--- config.mk ---
export PLATFORM = sky130hd
export DESIGN_NAME = hazard_scoreboard_unit_flat
export DESIGN_NICKNAME = d
export VERILOG_FILES = /design/src/rtl/hazard_scoreboard_unit_if.sv /design/src/rtl/hazard_scoreboard_unit.sv /design/src/flat_wrapper.sv
export SDC_FILE = /design/constraint.sdc
export NUM_CORES = 1
export LEC_CHECK = 0
export CAP_MARGIN = 10
export CORE_ASPECT_RATIO = 0.9
export CORE_MARGIN = 4
export CORE_UTILIZATION = 40
export CTS_BUF_LIST = sky130_fd_sc_hd__clkbuf_2
export CTS_CLUSTER_DIAMETER = 200
export DETAILED_ROUTE_END_ITERATION = 8
export GPL_TIMING_DRIVEN = 1
export MAX_ROUTING_LAYER = met4
export PLACE_DENSITY = 0.67
export REMOVE_ABC_BUFFERS = 1
export SETUP_SLACK_MARGIN = 0.3
export SLEW_MARGIN = 20
export SYNTH_ARGS = -nofsm -noshare
export SYNTH_HDL_FRONTEND = slang
export SYNTH_SLANG_ARGS = --single-unit
--- constraint.sdc ---
create_clock -name clk -period 7.4 [get_ports clk]
set_clock_uncertainty 0.15 [all_clocks]
set_input_delay 1.85 -clock clk [delete_from_list [all_inputs] [get_ports clk]]
set_output_delay 1.85 -clock clk [all_outputs]
set_load 0.05 [all_outputs]
--- src/rtl/hazard_scoreboard_unit_if.sv ---
// Interface between the ID-stage hazard scoreboard and the pipeline it steers.
// The master side is the pipeline (issue/operand info, stage status); the
// slave side is the scoreboard unit producing pipeline-register modes.
interface hazard_scoreboard_unit_if #(
  parameter int GPR_NUM = 32,
  parameter int ADDR_W  = 5,
  parameter int CNT_W   = 32
);
  logic               issue_valid;
  logic               issue_rd_we;
  logic [ADDR_W-1:0]  issue_rd_addr;
  logic [3:0]         issue_lat;
  logic [ADDR_W-1:0]  id_rs1_addr;
  logic [ADDR_W-1:0]  id_rs2_addr;
  logic               id_rs1_re;
  logic               id_rs2_re;
  logic               id_early;
  logic               redirect;
  logic               exe_ready;
  logic               icache_miss;
  logic               dcache_miss;

  logic [1:0]         if_id_mode;
  logic [1:0]         id_exe_mode;
  logic [1:0]         exe_mem_mode;
  logic               if_stall;
  logic [GPR_NUM-1:0] sb_busy;
  logic [CNT_W-1:0]   stall_cnt;
  logic [CNT_W-1:0]   redirect_cnt;

  modport master (
    output issue_valid, issue_rd_we, issue_rd_addr, issue_lat,
    output id_rs1_addr, id_rs2_addr, id_rs1_re, id_rs2_re, id_early,
    output redirect, exe_ready, icache_miss, dcache_miss,
    input  if_id_mode, id_exe_mode, exe_mem_mode, if_stall,
    input  sb_busy, stall_cnt, redirect_cnt
  );

  modport slave (
    input  issue_valid, issue_rd_we, issue_rd_addr, issue_lat,
    input  id_rs1_addr, id_rs2_addr, id_rs1_re, id_rs2_re, id_early,
    input  redirect, exe_ready, icache_miss, dcache_miss,
    output if_id_mode, id_exe_mode, exe_mem_mode, if_stall,
    output sb_busy, stall_cnt, redirect_cnt
  );
endinterface

--- src/rtl/hazard_scoreboard_unit.sv ---
// Per-GPR countdown scoreboard with fixed-priority stall/flush resolution.
// Each register holds the number of pipeline advances left until its pending
// result is forwardable to a normal consumer (value 1) or readable in ID by an
// early consumer (value 0). Modes are combinational; state updates on clk.
module hazard_scoreboard_unit #(
  parameter int GPR_NUM = 32,
  parameter int ADDR_W  = 5,
  parameter int MAX_LAT = 8,
  parameter int CNT_W   = 32
) (
  input logic                    clk,
  input logic                    rst,
  hazard_scoreboard_unit_if.slave sb_if
);

  localparam int         SB_W        = $clog2(MAX_LAT + 2);
  localparam logic [1:0] MODE_NORMAL = 2'b00;
  localparam logic [1:0] MODE_STALL  = 2'b01;
  localparam logic [1:0] MODE_FLUSH  = 2'b10;

  logic [SB_W-1:0]    sb_cnt [GPR_NUM];
  logic [SB_W-1:0]    issue_load;
  logic [SB_W-1:0]    rs1_cnt;
  logic [SB_W-1:0]    rs2_cnt;
  logic               rs1_hazard;
  logic               rs2_hazard;
  logic               operand_hazard;
  logic               issue_accept;
  logic               advance;
  logic               redirect_applied;
  logic [1:0]         if_id_mode;
  logic [1:0]         id_exe_mode;
  logic [1:0]         exe_mem_mode;
  logic               if_stall;
  logic [GPR_NUM-1:0] sb_busy;
  logic [CNT_W-1:0]   stall_cnt;
  logic [CNT_W-1:0]   redirect_cnt;

  // Clamp producer latency and convert it to the countdown start value.
  always_comb begin
    issue_load = '0;
    if (int'(sb_if.issue_lat) > MAX_LAT) begin
      issue_load = SB_W'(MAX_LAT + 1);
    end else begin
      issue_load = SB_W'(sb_if.issue_lat) + SB_W'(1);
    end
  end

  // Look up the pending countdown of both ID source registers (x0 reads 0).
  always_comb begin
    rs1_cnt = '0;
    rs2_cnt = '0;
    for (int r = 1; r < GPR_NUM; r++) begin
      if (sb_if.id_rs1_addr == ADDR_W'(r)) rs1_cnt = sb_cnt[r];
      if (sb_if.id_rs2_addr == ADDR_W'(r)) rs2_cnt = sb_cnt[r];
    end
  end

  // Early consumers need the value in ID, so they wait one extra advance.
  always_comb begin
    rs1_hazard = 1'b0;
    rs2_hazard = 1'b0;
    if (sb_if.id_rs1_re && (sb_if.id_rs1_addr != '0)) begin
      rs1_hazard = sb_if.id_early ? (rs1_cnt != '0) : (rs1_cnt > SB_W'(1));
    end
    if (sb_if.id_rs2_re && (sb_if.id_rs2_addr != '0)) begin
      rs2_hazard = sb_if.id_early ? (rs2_cnt != '0) : (rs2_cnt > SB_W'(1));
    end
    operand_hazard = rs1_hazard || rs2_hazard;
  end

  // Fixed-priority resolution of stall and flush sources into stage modes.
  always_comb begin
    if_id_mode       = MODE_NORMAL;
    id_exe_mode      = MODE_NORMAL;
    exe_mem_mode     = MODE_NORMAL;
    if_stall         = 1'b0;
    redirect_applied = 1'b0;
    if (rst) begin
      if_id_mode   = MODE_FLUSH;
      id_exe_mode  = MODE_FLUSH;
      exe_mem_mode = MODE_FLUSH;
    end else if (sb_if.dcache_miss) begin
      if_id_mode   = MODE_STALL;
      id_exe_mode  = MODE_STALL;
      exe_mem_mode = MODE_STALL;
      if_stall     = 1'b1;
    end else if (!sb_if.exe_ready) begin
      // EXE holds its instruction; MEM receives a bubble.
      if_id_mode   = MODE_STALL;
      id_exe_mode  = MODE_STALL;
      exe_mem_mode = MODE_FLUSH;
      if_stall     = 1'b1;
    end else if (operand_hazard) begin
      // A redirect here was computed from stale operands and is dropped.
      if_id_mode  = MODE_STALL;
      id_exe_mode = MODE_FLUSH;
      if_stall    = 1'b1;
    end else if (sb_if.redirect) begin
      if_id_mode       = MODE_FLUSH;
      redirect_applied = 1'b1;
    end else if (sb_if.icache_miss) begin
      if_id_mode = MODE_FLUSH;
      if_stall   = 1'b1;
    end
  end

  assign issue_accept = !rst && sb_if.issue_valid && sb_if.issue_rd_we &&
                        (sb_if.issue_rd_addr != '0) && (id_exe_mode == MODE_NORMAL);
  assign advance      = sb_if.exe_ready && !sb_if.dcache_miss;

  // Countdown per register: a new issue overrides the decrement on its rd.
  always_ff @(posedge clk) begin
    if (rst) begin
      for (int r = 0; r < GPR_NUM; r++) sb_cnt[r] <= '0;
    end else begin
      for (int r = 0; r < GPR_NUM; r++) begin
        if ((r != 0) && issue_accept && (sb_if.issue_rd_addr == ADDR_W'(r))) begin
          sb_cnt[r] <= issue_load;
        end else if (advance && (sb_cnt[r] != '0)) begin
          sb_cnt[r] <= sb_cnt[r] - SB_W'(1);
        end
      end
    end
  end

  // Busy vector mirrors non-zero countdowns.
  always_comb begin
    sb_busy = '0;
    for (int r = 0; r < GPR_NUM; r++) sb_busy[r] = (sb_cnt[r] != '0);
  end

  // Saturating performance counters.
  always_ff @(posedge clk) begin
    if (rst) begin
      stall_cnt    <= '0;
      redirect_cnt <= '0;
    end else begin
      if (if_stall && (stall_cnt != {CNT_W{1'b1}})) begin
        stall_cnt <= stall_cnt + CNT_W'(1);
      end
      if (redirect_applied && (redirect_cnt != {CNT_W{1'b1}})) begin
        redirect_cnt <= redirect_cnt + CNT_W'(1);
      end
    end
  end

  assign sb_if.if_id_mode   = if_id_mode;
  assign sb_if.id_exe_mode  = id_exe_mode;
  assign sb_if.exe_mem_mode = exe_mem_mode;
  assign sb_if.if_stall     = if_stall;
  assign sb_if.sb_busy      = sb_busy;
  assign sb_if.stall_cnt    = stall_cnt;
  assign sb_if.redirect_cnt = redirect_cnt;

endmodule

--- src/flat_wrapper.sv ---
// flat-port wrapper written by rule: the top's interface ports become plain ports
module hazard_scoreboard_unit_flat 
#(
  parameter int GPR_NUM = 32,
  parameter int ADDR_W  = 5,
  parameter int MAX_LAT = 8,
  parameter int CNT_W   = 32
)
  (clk, rst, sb_if_issue_valid, sb_if_issue_rd_we, sb_if_issue_rd_addr, sb_if_issue_lat, sb_if_id_rs1_addr, sb_if_id_rs2_addr, sb_if_id_rs1_re, sb_if_id_rs2_re, sb_if_id_early, sb_if_redirect, sb_if_exe_ready, sb_if_icache_miss, sb_if_dcache_miss, sb_if_if_id_mode, sb_if_id_exe_mode, sb_if_exe_mem_mode, sb_if_if_stall, sb_if_sb_busy, sb_if_stall_cnt, sb_if_redirect_cnt);
  hazard_scoreboard_unit_if #(.GPR_NUM(GPR_NUM), .ADDR_W(ADDR_W), .CNT_W(CNT_W)) sb_if_i ();
  input logic clk;
  input logic rst;
  input wire logic [$bits(sb_if_i.issue_valid)-1:0] sb_if_issue_valid;
  input wire logic [$bits(sb_if_i.issue_rd_we)-1:0] sb_if_issue_rd_we;
  input wire logic [$bits(sb_if_i.issue_rd_addr)-1:0] sb_if_issue_rd_addr;
  input wire logic [$bits(sb_if_i.issue_lat)-1:0] sb_if_issue_lat;
  input wire logic [$bits(sb_if_i.id_rs1_addr)-1:0] sb_if_id_rs1_addr;
  input wire logic [$bits(sb_if_i.id_rs2_addr)-1:0] sb_if_id_rs2_addr;
  input wire logic [$bits(sb_if_i.id_rs1_re)-1:0] sb_if_id_rs1_re;
  input wire logic [$bits(sb_if_i.id_rs2_re)-1:0] sb_if_id_rs2_re;
  input wire logic [$bits(sb_if_i.id_early)-1:0] sb_if_id_early;
  input wire logic [$bits(sb_if_i.redirect)-1:0] sb_if_redirect;
  input wire logic [$bits(sb_if_i.exe_ready)-1:0] sb_if_exe_ready;
  input wire logic [$bits(sb_if_i.icache_miss)-1:0] sb_if_icache_miss;
  input wire logic [$bits(sb_if_i.dcache_miss)-1:0] sb_if_dcache_miss;
  output wire logic [$bits(sb_if_i.if_id_mode)-1:0] sb_if_if_id_mode;
  output wire logic [$bits(sb_if_i.id_exe_mode)-1:0] sb_if_id_exe_mode;
  output wire logic [$bits(sb_if_i.exe_mem_mode)-1:0] sb_if_exe_mem_mode;
  output wire logic [$bits(sb_if_i.if_stall)-1:0] sb_if_if_stall;
  output wire logic [$bits(sb_if_i.sb_busy)-1:0] sb_if_sb_busy;
  output wire logic [$bits(sb_if_i.stall_cnt)-1:0] sb_if_stall_cnt;
  output wire logic [$bits(sb_if_i.redirect_cnt)-1:0] sb_if_redirect_cnt;
  assign sb_if_i.issue_valid = sb_if_issue_valid;
  assign sb_if_i.issue_rd_we = sb_if_issue_rd_we;
  assign sb_if_i.issue_rd_addr = sb_if_issue_rd_addr;
  assign sb_if_i.issue_lat = sb_if_issue_lat;
  assign sb_if_i.id_rs1_addr = sb_if_id_rs1_addr;
  assign sb_if_i.id_rs2_addr = sb_if_id_rs2_addr;
  assign sb_if_i.id_rs1_re = sb_if_id_rs1_re;
  assign sb_if_i.id_rs2_re = sb_if_id_rs2_re;
  assign sb_if_i.id_early = sb_if_id_early;
  assign sb_if_i.redirect = sb_if_redirect;
  assign sb_if_i.exe_ready = sb_if_exe_ready;
  assign sb_if_i.icache_miss = sb_if_icache_miss;
  assign sb_if_i.dcache_miss = sb_if_dcache_miss;
  assign sb_if_if_id_mode = sb_if_i.if_id_mode;
  assign sb_if_id_exe_mode = sb_if_i.id_exe_mode;
  assign sb_if_exe_mem_mode = sb_if_i.exe_mem_mode;
  assign sb_if_if_stall = sb_if_i.if_stall;
  assign sb_if_sb_busy = sb_if_i.sb_busy;
  assign sb_if_stall_cnt = sb_if_i.stall_cnt;
  assign sb_if_redirect_cnt = sb_if_i.redirect_cnt;
  hazard_scoreboard_unit #(.GPR_NUM(GPR_NUM), .ADDR_W(ADDR_W), .MAX_LAT(MAX_LAT), .CNT_W(CNT_W)) u_core (.clk(clk), .rst(rst), .sb_if(sb_if_i));
endmodule
### Yosys cells after proc, flatten, opt, wreduce, memory -nomap -nowiden

Memory sizes are Yosys's and may differ from the RTL's.
Cells that the tools add are included.
W data, S select, Z words.

* add/subtract/negate cells: 35
* multiply operators: 0
* divide/modulo/power cells: 0
* order comparisons: 3
* eq/ne operators: 95
* shift operators: 0
* multiplexer cells: 376
* bitwise logic cells: 63
* reduce and logical (&&, ||, !) cells: 113

Operators with widths (count)
* $mux W4: 126
* $eq A5 B5 Y1 const B: 48
* $mux W1: 237
* $reduce_bool A4 Y1: 34
* $sub A4 B1 Y4 const B: 32
* $eq A5 B4 Y1 const B: 24
* $logic_and A1 B1 Y1: 72
* $add A32 B1 Y32 const B: 2
* $ne A32 B32 Y1 const B: 2
* $or A1 B1 Y1: 63
* $eq A5 B3 Y1 const B: 12
* $eq A5 B2 Y1 const B: 6
* $mux W2: 13
* $eq A5 B1 Y1 const B: 3
* $reduce_bool A5 Y1: 3
* $gt A4 B1 Y1 const B: 2
* $add A4 B1 Y4 const B: 1
* $gt A4 B4 Y1 const B: 1
* $logic_not A1 Y1: 2
* $logic_not A2 Y1: 1
* $logic_or A1 B1 Y1: 1

* register bits: 64
* bits in latches: 0
* memory bits (writable): 128
* ROM bits: 0
* output and inout port bits: 103
* logic and storage cells: 688
* memories: 1

Memories
* u_core.sb_cnt: depth 32, width 4, read ports 32, clocked after Yosys merged registers in 0, write ports 32, line hazard_scoreboard_unit.sv:21 `logic [SB_W-1:0] sb_cnt [GPR_NUM];`

### Longest topological paths before layout

Gate-level depths: netlist (run 1).

* word-level depth: 48
* mapped depth: 17
* depth with buffers taken out: 10

### Worst setup path after synthesis (run 1)

No wires, ideal clock.

* kind: input to output
* start: in sb_if_id_rs2_addr[2]
* end: out sb_if_if_stall
* data arrival time: 5.412 ns
* setup slack: -0.012 ns
* cell stages on the path: 13
* cells stage by stage: clkbuf_1 -> or3b_2 -> a2111oi_0 -> nor4_1 -> and3_1 -> o221a_2 -> o21ai_4 -> a21oi_4 -> and2_1 -> buf_4 -> buf_6 -> a21oi_1 -> nand2b_1

* word-level cells in the longest chain between the ends: 40
* elaborated cells on any way between the ends: 73
* classes of those cells: order compare (1); eq/ne (31); mux (37); reduce/logical (4)

Ends and longest elaborated chain
* from (decl): line flat_wrapper.sv:18 `input wire logic [$bits(sb_if_i.id_rs2_addr)-1:0] sb_if_id_rs2_addr;`
* $eq A5 B1 Y1: line hazard_scoreboard_unit.sv:55 `if (sb_if.id_rs2_addr == ADDR_W'(r)) rs2_cnt = sb_cnt[r];`
* $mux W4 (31 in series): line hazard_scoreboard_unit.sv:55
* $gt A4 B1 Y1 or $reduce_bool A4 Y1 (tied branches): line hazard_scoreboard_unit.sv:67 `rs2_hazard = sb_if.id_early ? (rs2_cnt != '0) : (rs2_cnt > SB_W'(1));`
* $mux W1: line hazard_scoreboard_unit.sv:67
* $mux W1 (*): line hazard_scoreboard_unit.sv:66 `if (sb_if.id_rs2_re && (sb_if.id_rs2_addr != '0)) begin`
* $logic_or A1 B1 Y1 (*): line hazard_scoreboard_unit.sv:69 `operand_hazard = rs1_hazard || rs2_hazard;`
* $mux W1 (*): line hazard_scoreboard_unit.sv:94 `end else if (operand_hazard) begin`
* $mux W1 (*): line hazard_scoreboard_unit.sv:88 `end else if (!sb_if.exe_ready) begin`
* $mux W1 (*): line hazard_scoreboard_unit.sv:83 `end else if (sb_if.dcache_miss) begin`
* $mux W1 (*): line hazard_scoreboard_unit.sv:79 `if (rst) begin`
* to (decl): line flat_wrapper.sv:29 `output wire logic [$bits(sb_if_i.if_stall)-1:0] sb_if_if_stall;`

Every way passes the cells marked *; elsewhere a longest branch is shown, timed or not.

### Worst setup path in the final report (run 1)

* start: in sb_if_id_rs1_addr[4]
* end: out sb_if_id_exe_mode[1]

* word-level cells in the longest chain between the ends: 40
* elaborated cells on any way between the ends: 73
* classes of those cells: order compare (1); eq/ne (31); mux (37); reduce/logical (4)

Ends and longest elaborated chain
* from (decl): line flat_wrapper.sv:17 `input wire logic [$bits(sb_if_i.id_rs1_addr)-1:0] sb_if_id_rs1_addr;`
* $eq A5 B1 Y1: line hazard_scoreboard_unit.sv:54 `if (sb_if.id_rs1_addr == ADDR_W'(r)) rs1_cnt = sb_cnt[r];`
* $mux W4 (31 in series): line hazard_scoreboard_unit.sv:54
* $gt A4 B1 Y1 or $reduce_bool A4 Y1 (tied branches): line hazard_scoreboard_unit.sv:64 `rs1_hazard = sb_if.id_early ? (rs1_cnt != '0) : (rs1_cnt > SB_W'(1));`
* $mux W1: line hazard_scoreboard_unit.sv:64
* $mux W1 (*): line hazard_scoreboard_unit.sv:63 `if (sb_if.id_rs1_re && (sb_if.id_rs1_addr != '0)) begin`
* $logic_or A1 B1 Y1 (*): line hazard_scoreboard_unit.sv:69
* $mux W2 (*): line hazard_scoreboard_unit.sv:94
* $mux W2 (*): line hazard_scoreboard_unit.sv:88
* $mux W2 (*): line hazard_scoreboard_unit.sv:83
* $mux W2 (*): line hazard_scoreboard_unit.sv:79
* to (decl): line flat_wrapper.sv:27 `output wire logic [$bits(sb_if_i.id_exe_mode)-1:0] sb_if_id_exe_mode;`

Marked as above.

==> flow_summary_export.csv, run 1 <==
group,metric,value,unit
finish,multi_input_area,0.00934,sq mm
setup_path,arrival,5.02,ns
placement,dp_cells,2342,
detailed_routing,drc,0,
power_and_ir_drop,power.leakage,6.76,nW
timing,setup_slack,0.380,ns
finish,fin_util,46.8,%
timing,final_max_slew_viol_count,0,
setup_path,timing.rr.start,"u_core.sb_cnt[0][103]$_SDFFCE_PP0P_",
global_route,grt_antenna_before_repair,3,
finish,drive_gt1_share,12.4,%
global_route,grt_pass1_vias,14300,
finish,nFillCells,3674,
timing,setup_viol,0,
power_and_ir_drop,power_density,154,mW/mm^2
die,die-height,194,um
setup_path,cp_max_fo,27,
setup_path,r2r_slack,3.18,ns
synthesis,synth-async-reset-ratio,0,%
synthesis,syn_avg_cell_area,8.65,sq um
cts,worst_skew_pair.late_latency,0.97,ns
timing,slew_headroom,30.2,%
worst_hold_path,hold_start,"u_core.sb_if.stall_cnt[5]$_SDFFE_PP0P_",
placement,io_buffers,132,
synthesis,synth_largest_area_cell,"edfxtp_1",
timing,rsz0062_at_grt,"false",
power_and_ir_drop,peakVddDrop,113,uV
detailed_routing,ant_nets,0,
detailed_routing,wire_per_inst,24.1,um
placement,pre_cts_ws,0.309,ns
finish,layout.nets,1944,
timing,timing.setup.tns,0,ns
cts,ctsLongestPathBuffers,2,
cts,cts_hold_buf,0,
flow_run,maxCapViolCount,0,
synthesis,synth_edf_count,128,
setup_path,reg2reg_depth,13,
synthesis,synthFlopType,"edfxtp_1",
timing,fmax,0.142,GHz
cts,clkTransAtPathRegs,0.31,ns
detailed_routing,drtPass1Iterations,6,
detailed_routing,wl,57300,um
worst_hold_path,hold_depth,2,
placement,hpwl,43000,um
cts,ctsRootBufferMaster,"clkbuf_2",
worst_hold_path,holdCritPathClass,"reg -> reg",
placement,gp_congestion,1.02,
timing,worst_slew_pin_slew,1.03,ns
synthesis,syn-instance-count,1773,
detailed_routing,initialDrtViolationCount,1180,
synthesis,yosysMostFrequentCell,"nor2_1",
global_route,grt_usage,27.5,%
synthesis,synth.distinct_cells,98,
synthesis,ys_seq_area_share,33.4,%
synthesis,synth.area.top_cells,"edfxtp_1 25%, dfxtp_1 8.4%, mux2i_1 5.8%, nor2_1 4.0%, mux2_2 3.8%",
worst_hold_path,worstHoldEndpoint,"u_core.sb_if.stall_cnt[5]$_SDFFE_PP0P_",
finish,area.sequential,0.00512,sq mm
die,dieArea,0.0415,sq mm
setup_path,cp.required,5.40,ns
global_route,grt_max_degree,64,
cts,cts_tree,"built",
synthesis,ys.warnings.count,0,
die,rows,67,
timing,hold_slack,0.372,ns
timing,period_needed,7.02,ns
die,io_pins,133,
outcome,outcome,"completed",
synthesis,ys_ff_latch,192,
cts,numCtsBuffers,17,
die,floorplan.initialDensity,40.8,%
synthesis,yosys-top-cells-count,"164 x nor2_1, 128 x edfxtp_1, 116 x nand2_1",
detailed_routing,vias,14700,
die,core_region_area,0.0376,sq mm
setup_path,start_kind,"input pin",
setup_path,end_kind,"output port",
setup_path,critical_path_class,"in -> out",
timing,fin_crit_sh,94.9,%
finish,stdcell_count,2376,
synthesis,netlist_area,0.0153,sq mm
timing,hold_violations,0,
die,die_w,214,um
cts,cts_max_level,4,
global_route,grt_pass1_wl,87100,um
synthesis,synth_top_area_share,25.1,%
global_route,grt_overflow,0,
finish,syn_to_final_growth,14.6,%
cts,cts_sinks,192,
detailed_routing,via_per_inst,6.20,
setup_path,rr_endpoint,"u_core.sb_cnt[0][52]$_SDFFCE_PN0P_",
-- sequential cells by signal, indices dropped and copies added, names as in the netlist --
register and count:
u_core.sb_if.stall_cnt 32, u_core.sb_if.redirect_cnt 32, u_core.sb_cnt 128
-- where the power goes --
| group | switching, mW | internal, mW |
|---|---|---|
| logic | 0.499 | 0.283 |
| registers | 0.106 | 1.22 |
| clock network | 0.427 | 0.169 |
| total | 1.03 | 1.68 |
-- cells in the final DEF, fill, tap and decap left out, types with 33 or more instances in the layout --
cell               n
xor2_1            34
nand2_1          116
a21oi_1           86
edfxtp_1         128
nand4_1           39
nand2b_1          33
ha_1              36
nor2b_1           36
clkdlybuf4s50_1  121
mux2_2            52
mux2i_1           89
nor2_1           162
nand3_1           81
nor3_1            68
dfxtp_1           64
o21ai_0           72
inv_1             92
buf_4             71
xnor2_1           36
-- stage by stage --
step | total power, mW | area, sq um
floorplan | 1.76 | 14800
global placement | 2.10 | 17300
detailed placement | 2.12 | 17300
CTS | 2.71 | 17500
global route | 2.83 | 17600
finish | 2.71 | 17600
-- how the worst max path moves through the flow --
| stage | depth (start not counted) | slack (ns) | to | from |
|---|---|---|---|---|
| 2_1_floorplan | 10 | -0.15 | sb_if_if_id_mode[1] | sb_if_id_rs1_addr[4] |
| 3_3_place_gp | 13 | 0.36 | sb_if_if_stall | sb_if_id_rs1_addr[4] |
| 3_5_place_dp | 13 | 0.31 | sb_if_if_stall | sb_if_id_rs1_addr[4] |
| 4_1_cts | 13 | 0.35 | sb_if_if_id_mode[1] | sb_if_id_rs1_addr[4] |
| 5_1_grt | 13 | 0.31 | sb_if_id_exe_mode[1] | sb_if_id_rs1_addr[3] |
| 6_report | 13 | 0.38 | sb_if_id_exe_mode[1] | sb_if_id_rs1_addr[4] |
-- area by class of cell --
class,instances,area share (%)
Sequential cell,192,29.2
Multi-Input combinational cell,1370,53.2
Clock buffer,19,0.541
Clock inverter,13,0.854
Antenna cell,2,0.0285
Timing Repair Buffer,204,10.8
Tap cell,483,3.44
Inverter,93,1.99
-- layer usage --
metal  part of all wire [%]  track usage [%]
met3                    6.2             4.87
met1                     44             35.3
met2                     46             43.8
met4                    3.7             9.82
met5                      0                -
-- repair_timing --
item	4_1_cts	5_1_grt
setup buffers	0	0
endpoints found under the setup margin	1	4
resized for setup	1	10
cloned	0	0
pin swaps	0	1
-- worst max-delay path: stages --
cell,delay (ns)
clkdlybuf4s50_1,0.46
buf_12,0.19
or4b_1,0.55
o32a_1,0.21
nand4b_1,0.10
o311ai_1,0.13
a221oi_1,0.30
o211ai_1,0.21
o21ai_2,0.22
and2_2,0.26
buf_4,0.20
o21ai_0,0.09
buf_4,0.23
-- cells by family after synthesis --
logic type	Yosys count	share of synthesized area [%]
simple gates	738	26.1
mux	158	10.9
fa+ha+maj	36	2.94
xor+xnor	70	4.00
buf+inv	211	6.08
flops	192	33.4
compound gates	368	16.5
No activity file was read; power rests on OpenSTA's default activity.
==> run 2, diff against run 1 <==
--- a/config.mk
+++ b/config.mk
@@ -12,7 +12,8 @@
 export CTS_BUF_LIST = sky130_fd_sc_hd__clkbuf_2
 export CTS_CLUSTER_DIAMETER = 200
 export DETAILED_ROUTE_END_ITERATION = 8
-export GPL_TIMING_DRIVEN = 1
+export GPL_TIMING_DRIVEN = 0
+export HOLD_SLACK_MARGIN = 0.05
 export MAX_ROUTING_LAYER = met4
 export PLACE_DENSITY = 0.67
 export REMOVE_ABC_BUFFERS = 1
==> run 2 against run 1 <==
Non-clock buffer count decreased by 55; critical path depth unchanged; fmax is 1.2% lower; hold slack worse by 0.0041 ns; final cell count decreased by 2.2%; global-route usage fell by 0.54 points; critical path type unchanged.
==> flow_summary_export.csv, run 2 (synthesis results as in run 1) <==
group,metric,value,unit
outcome,outcome,"completed",
setup_path,start_kind,"input pin",
placement,dpl_cell_area,0.0169,sq mm
setup_path,arrival,5.11,ns
setup_path,end_kind,"output port",
worst_hold_path,holdCritPathClass,"reg -> reg",
cts,cts_max_level,4,
die,rows,67,
timing,final_max_slew_viol_count,0,
detailed_routing,wl,55900,um
timing,worst_slew_pin_slew,1.07,ns
finish,finalInstanceArea,0.0175,sq mm
detailed_routing,ant_nets,0,
timing,period_needed,7.11,ns
timing,fin_crit_sh,96.0,%
power_and_ir_drop,power.leakage,6.58,nW
detailed_routing,initialDrtViolationCount,1605,
global_route,grt_pass1_vias,14400,
die,floorplan.initialDensity,40.8,%
cts,ctsLongestPathBuffers,2,
timing,rsz0062_at_grt,"true",
setup_path,r2r_slack,2.97,ns
finish,stdcell_count,2324,
timing,setup_slack,0.292,ns
power_and_ir_drop,power_density,157,mW/mm^2
cts,cts_hold_buf,0,
cts,worst_skew_pair.late_latency,0.95,ns
die,core_region_area,0.0376,sq mm
placement,dp_cells,2280,
finish,largest_reg_flops,128,
cts,ctsRootBufferMaster,"clkbuf_2",
finish,layout.nets,1891,
die,dieArea,0.0415,sq mm
global_route,grt_antenna_before_repair,2,
timing,fmax,0.141,GHz
finish,layout_commonest_cell,"nor2_1",
cts,numCtsBuffers,17,
global_route,grt_overflow,0,
detailed_routing,via_per_inst,6.36,
cts,cts_tree,"built",
die,die_w,214,um
finish,layout_common_cells,"162 x nor2_1, 128 x edfxtp_1, 117 x clkdlybuf4s50_1",
detailed_routing,drtPass1Iterations,6,
detailed_routing,vias,14800,
placement,io_buffers,132,
timing,setup_viol,0,
timing,slew_headroom,28.4,%
die,die-height,194,um
finish,largest-register,"u_core.sb_cnt",
power_and_ir_drop,total_power,2.74,mW
detailed_routing,drc,0,
global_route,grt_max_degree,95,
timing,hold_violations,0,
global_route,grt_usage,26.9,%
setup_path,cp.required,5.40,ns
finish,syn_to_final_growth,13.8,%
global_route,grt_pass1_wl,86200,um
setup_path,cp_max_fo,33,
setup_path,critical_path_class,"in -> out",
placement,hpwl,40300,um
placement,pre_cts_ws,-2.18,ns
die,io_pins,133,
cts,cts_sinks,192,
finish,drive_gt1_share,11.0,%
placement,gp_congestion,1.04,
power_and_ir_drop,peakVddDrop,147,uV
flow_run,maxCapViolCount,0,
detailed_routing,wire_per_inst,24.1,um
finish,top_regs,"u_core.sb_cnt: 128 flops, u_core.sb_if.redirect_cnt: 32 flops, u_core.sb_if.stall_cnt: 32 flops",
cts,clkTransAtPathRegs,0.32,ns
==> run 2: cell count changes in the layout (fill, tap and decap cells not counted), moves of 4 or more <==
cell             previous run  this run
buf_4                      71        12
clkdlybuf4s50_1           121       117
buf_16                      0         5
nand2b_1                   33        29
buf_2                       5         1
==> run 2: path summary, 6_finish.rpt <==
kind	start	endpoint	cells after the start
worst max register to register	u_core.sb_cnt[0][84]$_SDFFCE_PP0P_	u_core.sb_cnt[0][53]$_SDFFCE_PN0P_	11
worst min register to register	u_core.sb_if.stall_cnt[4]$_SDFFE_PP0P_	u_core.sb_if.stall_cnt[4]$_SDFFE_PP0P_	2
worst min-delay path	u_core.sb_if.stall_cnt[4]$_SDFFE_PP0P_	u_core.sb_if.stall_cnt[4]$_SDFFE_PP0P_	2
worst max-delay path	sb_if_id_rs2_addr[0]	sb_if_if_stall	13
==> run 2: power breakdown <==
group	internal (mW)	total [mW]	switching [mW]
sequential	1.22	1.32	0.0988
clock	0.206	0.637	0.431
combinational	0.273	0.781	0.508
==> run 2: stage by stage <==
stage,hold WS [ns],setup TNS [ns],utilization [%]
after CTS,0.372,0,46.4
after floorplan,0.406,-0.154,-
final,0.368,0,46.5
after global routing,0.388,0,46.5
after global placement,0.317,-1587.13,44.4
after detailed placement,0.337,-27.51,45.1
==> run 2: final cells by class <==
type | instances | area [sq um]
Timing Repair inverter | 1 | 7.51
Inverter | 93 | 353
Multi-Input combinational cell | 1371 | 9490
Timing Repair Buffer | 149 | 1590
Clock buffer | 18 | 90.1
Fill cell | 3686 | 20100
Sequential cell | 192 | 5120
Tap cell | 483 | 604
Antenna cell | 3 | 7.51
Clock inverter | 14 | 191
==> run 2: per-layer routing <==
metal	vias to the layer above	routed length, um	GRT usage [%]
li1	6713	-	-
met1	7226	24000	35.4
met2	731	25500	41.8
met3	109	4630	5.53
met4	0	1800	8.81
met5	-	0	-
==> run 2: worst max-delay path: stages <==
cell and delay (ns):
buf_4 0.30, buf_12 0.26, inv_1 0.30, a2111oi_0 0.44, o2bb2ai_1 0.18, a211oi_2 0.32, o211ai_2 0.17, nand4b_4 0.23
a21oi_4 0.10, and2_4 0.19, a21oi_1 0.21, nand2b_1 0.14, clkdlybuf4s15_2 0.37
==> run 2: what timing repair did <==
action | CTS | global route
hold endpoints to repair | 0 | 0
endpoints found under the setup margin | 4 | 4
setup buffers | 7 | 0
cloned | 2 | 0
gates resized for setup | 59 | 16
pin swaps | 4 | 0
==> run 3, diff against run 2 <==
--- a/config.mk
+++ b/config.mk
@@ -12,7 +12,7 @@
 export CTS_BUF_LIST = sky130_fd_sc_hd__clkbuf_2
 export CTS_CLUSTER_DIAMETER = 200
 export DETAILED_ROUTE_END_ITERATION = 8
-export GPL_TIMING_DRIVEN = 0
+export GPL_TIMING_DRIVEN = 1
 export HOLD_SLACK_MARGIN = 0.05
 export MAX_ROUTING_LAYER = met4
 export PLACE_DENSITY = 0.67
==> results of run 3 <==
Final layout, timing and power as in run 1 (identical DEF).
